$ cat src/rtl/rr_decode_arbiter.sv
// Round-robin arbiter for 8 requesters sharing one resource. The winner is
// presented both as a 3-bit index and as a registered one-hot select vector
// (index k drives bit k). An owner keeps the grant until it releases, drops
// its request, or reaches the programmable hold limit.
module rr_decode_arbiter #(
    parameter int unsigned MAX_HOLD = 16
) (
    input  logic       clk_i,
    input  logic       rst_ni,
    input  logic       en_i,
    input  logic [7:0] req_i,
    input  logic       release_i,
    output logic       grant_valid_o,
    output logic [2:0] grant_idx_o,
    output logic [7:0] grant_onehot_o,
    output logic       timeout_o
);

    typedef enum logic [0:0] {StIdle, StGrant} state_e;

    // A limit of 0 disables forced preemption entirely.
    localparam bit         HoldEn   = (MAX_HOLD != 0);
    localparam logic [7:0] HoldLast = HoldEn ? 8'(MAX_HOLD - 1) : 8'd0;

    state_e     state_q, state_d;
    logic [2:0] ptr_q, ptr_d;
    logic [7:0] hold_cnt_q, hold_cnt_d;
    logic       grant_valid_q, grant_valid_d;
    logic [2:0] grant_idx_q, grant_idx_d;
    logic [7:0] grant_onehot_q, grant_onehot_d;
    logic       timeout_q, timeout_d;

    logic       win_found;
    logic [2:0] win_idx;
    logic [2:0] cand_idx;
    logic       owner_done;
    logic       hold_hit;

    // Scan requesters starting at the priority pointer, wrapping mod 8.
    always_comb begin
        win_found = 1'b0;
        win_idx   = 3'd0;
        cand_idx  = 3'd0;
        for (int i = 0; i < 8; i++) begin
            cand_idx = ptr_q + 3'(i);
            if (!win_found && req_i[cand_idx]) begin
                win_found = 1'b1;
                win_idx   = cand_idx;
            end
        end
    end

    // Release has priority over the hold limit, so timeout only fires when the
    // owner would otherwise have kept the grant.
    assign owner_done = release_i || !req_i[grant_idx_q];
    assign hold_hit   = HoldEn && (hold_cnt_q == HoldLast);

    // Next-state and registered-output decode for the IDLE/GRANT machine.
    always_comb begin
        state_d        = state_q;
        ptr_d          = ptr_q;
        hold_cnt_d     = hold_cnt_q;
        grant_valid_d  = grant_valid_q;
        grant_idx_d    = grant_idx_q;
        grant_onehot_d = grant_onehot_q;
        timeout_d      = 1'b0;

        unique case (state_q)
            StIdle: begin
                grant_valid_d  = 1'b0;
                grant_onehot_d = 8'h00;
                if (en_i && win_found) begin
                    state_d        = StGrant;
                    grant_idx_d    = win_idx;
                    grant_onehot_d = 8'h01 << win_idx;
                    grant_valid_d  = 1'b1;
                    hold_cnt_d     = 8'd0;
                end
            end
            StGrant: begin
                hold_cnt_d = (hold_cnt_q == 8'hFF) ? hold_cnt_q : hold_cnt_q + 8'd1;
                if (owner_done || hold_hit) begin
                    state_d        = StIdle;
                    grant_valid_d  = 1'b0;
                    grant_onehot_d = 8'h00;
                    ptr_d          = grant_idx_q + 3'd1;
                    timeout_d      = !owner_done;
                end
            end
            default: begin
                state_d = StIdle;
            end
        endcase
    end

    // State and output registers with synchronous active-low reset.
    always_ff @(posedge clk_i) begin
        if (!rst_ni) begin
            state_q        <= StIdle;
            ptr_q          <= 3'd0;
            hold_cnt_q     <= 8'd0;
            grant_valid_q  <= 1'b0;
            grant_idx_q    <= 3'd0;
            grant_onehot_q <= 8'h00;
            timeout_q      <= 1'b0;
        end else begin
            state_q        <= state_d;
            ptr_q          <= ptr_d;
            hold_cnt_q     <= hold_cnt_d;
            grant_valid_q  <= grant_valid_d;
            grant_idx_q    <= grant_idx_d;
            grant_onehot_q <= grant_onehot_d;
            timeout_q      <= timeout_d;
        end
    end

    assign grant_valid_o  = grant_valid_q;
    assign grant_idx_o    = grant_idx_q;
    assign grant_onehot_o = grant_onehot_q;
    assign timeout_o      = timeout_q;

endmodule

$ cat config.mk
export PLATFORM = sky130hd
export DESIGN_NAME = rr_decode_arbiter
export DESIGN_NICKNAME = d
export VERILOG_FILES = /design/src/rtl/rr_decode_arbiter.sv
export SDC_FILE = /design/constraint.sdc
export NUM_CORES = 1
export LEC_CHECK = 0
export BUFFER_PORTS_ARGS = -buffer_cell sky130_fd_sc_hd__buf_2
export CORE_AREA = 2 2 91 93
export CTS_CLUSTER_DIAMETER = 60
export DETAILED_ROUTE_END_ITERATION = 6
export DIE_AREA = 0 0 93 95
export PLACE_DENSITY = 0.48
export SLEW_MARGIN = 20
export SYNTH_ARGS = -nofsm -noshare
export SYNTH_HDL_FRONTEND = slang
export SYNTH_SLANG_ARGS = --single-unit
$ cat constraint.sdc
create_clock -name clk_i -period 4.15 [get_ports clk_i]
set_input_delay 0.6225 -clock clk_i [delete_from_list [all_inputs] [get_ports clk_i]]
set_output_delay 0.6225 -clock clk_i [all_outputs]
set_load 0.03 [all_outputs]
Yosys cells after proc, flatten, opt, wreduce, memory -nomap -nowiden
Cells that the tools add are included.
{ "op_classes": {"mux": 45, "n_addsub": 9, "magnitude_cmp": 9, "div_mod_pow": 0, "n_mul": 0, "shift": 1, "bitwise_logic": 1, "eq_ne": 5, "reduce_logical": 23} }
{ "ops": {"columns": ["op", "count"], "rows": [
  ["< comparator 3 x 4 -> 1 bit, second input constant", 9],
  ["two-way mux 8 bit", 4],
  ["case mux 8 bit (2 select lines)", 2],
  ["binary-select mux 1 bit (select 3 bit)", 9],
  ["two-way mux 3 bit", 8],
  ["two-way mux 1 bit", 20],
  ["adder 3 bit, second input constant", 4],
  ["zero test 1 bit", 9],
  ["adder 8 x 1 -> 8 bit, second input constant", 1],
  ["== test 8 x 4 -> 1 bit, second input constant", 1],
  ["== test 8 bit, second input constant", 1],
  ["logical AND 1 bit", 8],
  ["<< shifter 1 x 3 -> 8 bit, first input constant", 1],
  ["adder 3 x 1 -> 3 bit, second input constant", 2],
  ["adder 3 x 2 -> 3 bit, second input constant", 2],
  ["AND reduction 2 bit", 3],
  ["!= test 2 bit, second input constant", 2],
  ["case mux 1 bit (2 select lines)", 2],
  ["AND reduction 3 bit", 1],
  ["logical OR 1 bit", 2],
  ["!= test 2 x 1 -> 1 bit, second input constant", 1],
  ["NOT 1 bit", 1]
]} }
{ "totals": {"memories": 0, "ramBits": 0, "inputBits": 12, "regBits": 25, "latchBits": 0, "rom_bits": 0, "output_inout_bits": 13} }

Logic depth before layout (Yosys ltp)
{ "depth": {"ltp_word": 27, "ltp_mapped": 15} }

Worst setup path before layout
Ideal clock, no wire load.
{ "synth_path": {"path_type": "flip-flop to flip-flop", "from": "register ptr_q[1]", "to": "register grant_idx_q[0], in the netlist grant_idx_o[0]", "period_less_slack_ns": 3.339, "setup_time_ns": 0.115, "n_path_buf": 5, "stages_incl_launch_ff": 16, "required_ns": 4.035, "arrival_ns": 3.223, "path_slack_ns": 0.811, "cell_sequence": "dfxtp_1 > buf_6 > buf_2 > clkbuf_1 > inv_1 > ha_1 > buf_2 > mux2i_1 > mux2i_1 > o221a_2 > nor4_1 > a41o_1 > buf_2 > nor3_1 > a21oi_1 > nor2b_1"} }
{ "synth_between": {"elab_chain_len": 26, "word_cells_on_any_way": 55, "cone_classes": "7 x add/sub; 32 x mux; 16 x reduce/logical"} }
{ "synth_lines": {"columns": ["element", "line_no", "source"], "rows": [
  ["start: declaration", "26", "logic [2:0] ptr_q, ptr_d;"],
  ["start signal: assignment", "108", "ptr_q <= ptr_d;"],
  ["parallel branches: the longest is 26 deep, another holds adder 3 x 1 -> 3 bit", null, null],
  ["end signal: assignment", "111", "grant_idx_q <= grant_idx_d;"],
  ["end: declaration", "29", "logic [2:0] grant_idx_q, grant_idx_d;"]
]} }
Parallel ways; which one is timed is not known. The select of a mux whose other input is x is not followed.
A chain may end at the register's enable or synchronous reset.

Final worst setup path
{ "layout_path": {"from": "register ptr_q[1]", "to": "register hold_cnt_q[4]"} }
{ "layout_between": {"elab_chain_len": 27, "word_cells_on_any_way": 48, "cone_classes": "7 x add/sub; 1 x eq/ne; 24 x mux; 16 x reduce/logical"} }
{ "layout_lines": {"columns": ["element", "line_no", "source"], "rows": [
  ["parallel branches: the longest is 23 deep, another holds adder 3 x 1 -> 3 bit", null, null],
  ["two-way mux 1 bit (*)", "46", "if (!win_found && req_i[cand_idx]) begin"],
  ["logical AND 1 bit (*)", "72", "if (en_i && win_found) begin"],
  ["!= test 2 bit (no source line) (*)", null, null],
  ["AND reduction 2 bit (no source line) (*)", null, null],
  ["end signal: assignment", "109", "hold_cnt_q <= hold_cnt_d;"],
  ["end: declaration", "27", "logic [7:0] hold_cnt_q, hold_cnt_d;"]
]} }
Every way passes the cells marked *. The select of a mux whose other input is x is not followed.

==> results.md <==
* Slowest CP cell: ha_1
* Core area at 7930 sq um
* Gr usage total at 13.1%
* ANT cells at 0
* Via-per-instance ratio at 5.38
* Hold Path Class: reg2reg
* Die W at 93 um
* Warnings from Yosys at 0
* Post-layout min period at 3.55 ns
* Status: finished clean
* Mapped Cells at 243
* Primary FF master, synth: dfxtp_1
* Initial Util at 29.0%
* Fmax at 281 MHz
* CP required at 4.36 ns
* Ys async rst share at 0%
* Crit start category: flop
* Resized Gates After CTS at 0
* FF+latch count, synth at 25
* Worst slew margin at 62.3%
* CTS Buf Count at 3
* Reg clk slew, reported paths at 0.10 ns
* Drt drc at 0
* Number of I/O port buffers at 24
* Worst setup EP type: flop
* Critical-path cell list: inv_1, ha_1, mux2i_1, mux2i_1, o221a_2, nor4_1, a41o_1, and2_1, o21ai_0, a21boi_1
* Crit-path max FO at 14
* Average size of a mapped cell at 9.45 sq um
* Syn Nets at 259
* Layout net count at 272
* Via count at 1,935
* Number of H-tree levels at 1
* Initial DRC Count at 113
* LEAKAGE at 0.934 nW
* Clk root buf: clkbuf_8
* Layout Cells excl Fill at 360
* Final worst path period share at 85.7%
* R2R Setup Slk at 0.60 ns
* Initial antenna violation count at 0
* Total power at 0.714 mW
* Unique masters post-synth at 60
* Area grow syn2layout at 9.81%
* Final GP Congestion at 0.815
* Post-synthesis sequential area ratio at 21.8%
* Min-delay src: grant_onehot_o[3]$_SDFFE_PN0P_
* Pin count of the biggest net entering global routing at 18
* Routed WL at 5.72 mm
* Die area at 8840 sq um
* Insertion delay to the later sink of the worst-skew pair at 0.27 ns
* Critical Path Source: ptr_q[1]$_SDFFE_PN0P_
* DR pass1 iterations at 5
* WP data arrival at 3.76 ns
* Dpl cells at 356
* CP peak stage delay at 0.64 ns
* # Post-CTS Setup Buffers at 0
* Share of cells above drive strength 1 at 23.9%
* Final setup TNS at 0 ns
* Synth area leader: dfxtp_1
* Post-layout util at 31.8%
* Hpwl dp at 4.25 mm
* Slew @ Worst Pin at 0.565 ns
* Maximum VDD drop at 0.000179 V
* Worst clock skew at 0.00165 ns
* Die height at 95 um
* CP bufs+invs at 1
* Setup CP Type: reg2reg
* Final setup fails at 0
* Synth top area share at 21.8%
* Critical register-to-register path startpoint: ptr_q[1]$_SDFFE_PN0P_
* Most used cell, CP: mux2i_1
* Routed Antenna Nets at 0
* Hold-fix buffers, CTS at 0
* Power per Cell Area at 283 nW/um^2
* Vias in the first global route at 1,834
* Top post-synthesis cells by area: dfxtp_1 (22%), mux4_2 (15%), mux2i_1 (9.6%)
* CTS tree: built
* First-pass GRT wire length at 9.40 mm
* # rows at 33
* Hold_ws at 0.455 ns
* Top Family by Delay on Critical Path: compound AO/OA/AOI/OAI gates
* RSZ-0062 raised after global routing: no
* WL/cell at 15.9 um
* CTS sink count at 25
* Post-synth EDFFs at 0
* Grt ovf at 0
* I/O Pins at 25
* Final hold violation count at 0
* Maximum buffer depth of the clock tree at 2
* Max-Cap Viols at 0
* Post-synthesis cell area at 2300 sq um
* Slew Viols, Final at 0
## state kept, by name (all words and copies together) (netlist names)
register	flops
ptr_q	3
timeout_o	1
grant_idx_o	3
hold_cnt_q	8
grant_onehot_o	8
grant_valid_o	1
state_q	1
## layer usage
metal,share of wire (%),global-route usage (%)
met2,48,22.3
met1,47,17.7
met3,3.6,1.52
met5,0,0
met4,1.1,3.55
## report_power, final
group          total, mW  switching (mW)  internal, mW  leakage [nW]
Combinational      0.297           0.170         0.127         0.710
Sequential         0.264          0.0134         0.250         0.203
Clock              0.153          0.0848        0.0681        0.0217
## area by class of cell
| cell class | instances | area (sq um) |
|---|---|---|
| fill | 869 | 5410 |
| clock inverter | 1 | 7.51 |
| sequential | 25 | 500 |
| clock buffer | 3 | 41.3 |
| multi-input combinational | 192 | 1670 |
| timing repair buffer | 28 | 150 |
| tap | 105 | 131 |
| inverter | 6 | 25.0 |
## path summary, 6_finish.rpt
kind	endpoint	cells past startpoint
worst max-delay path	hold_cnt_q[4]$_SDFFE_PN0P_	10
worst min-delay path	grant_onehot_o[3]$_SDFFE_PN0P_	2
worst max register to register	hold_cnt_q[4]$_SDFFE_PN0P_	10
worst min register to register	grant_onehot_o[3]$_SDFFE_PN0P_	2
## synthesized netlist by cell type, types with 3 or more instances
cell type and n:
a21boi_0 3, a21boi_1 3, a21oi_1 3, a22o_1 5, and2_1 4, and3_1 5
buf_2 8, clkbuf_1 6, dfxtp_1 25, ha_1 4, inv_1 5, mux2_2 4
mux2i_1 22, mux4_2 15, nand2_1 21, nand2b_1 6, nand3_1 5, nand4_1 4
nor2_1 18, nor2b_1 5, nor4_1 3, o21ai_0 10, o21ai_1 4, xnor2_1 3
xor2_1 5
## per-stage QoR
stage                     worst slack, ns  instance area (sq um)
after floorplan                     0.811                   2300
after global routing                0.296                   2520
after detailed placement            0.609                   2470
after CTS                           0.599                   2520
final                               0.595                   2520
after global placement              0.749                   2470
## cell usage in the layout, fill, tap and decap left out, types with 2 or more instances in the layout
cell type  count
nand2_1       21
buf_4          4
nand4bb_1      2
and3_1         5
a21o_1         2
nor2b_1        5
xor2_1         5
a32o_1         2
o211a_1        2
clkbuf_8       3
a21boi_1       3
buf_2         24
o21ai_0       10
ha_1           4
nor3_1         2
a21oi_1        3
xnor2_1        3
a21boi_0       3
nor3b_1        2
dfxtp_1       25
a22o_1         5
nand3_1        5
nand3b_1       2
nand2b_1       6
o221ai_1       2
o21ai_1        4
nand4_1        4
nor2_1        18
a31oi_1        2
mux2i_1       22
mux2_2         4
nor4_1         3
mux4_2        15
mux4_1         2
inv_1          5
and2_1         4
## cells by family after synthesis
group	synth area share, %
muxes	29.2
xor gates and xnor gates	3.76
adders and majority gates	2.18
AOI/OAI and AO/OA	17.1
buffers and inverters	5.67
DFF	21.8
and+or+nand+nor	20.3
## worst reg2reg max path, stage by stage, from the launching register on
cell and delay [ns]:
dfxtp_1 0.61, inv_1 0.09, ha_1 0.64, mux2i_1 0.35, mux2i_1 0.15, o221a_2 0.32
nor4_1 0.36, a41o_1 0.53, and2_1 0.24, o21ai_0 0.09, a21boi_1 0.13
(Power assumes the default switching activity.)
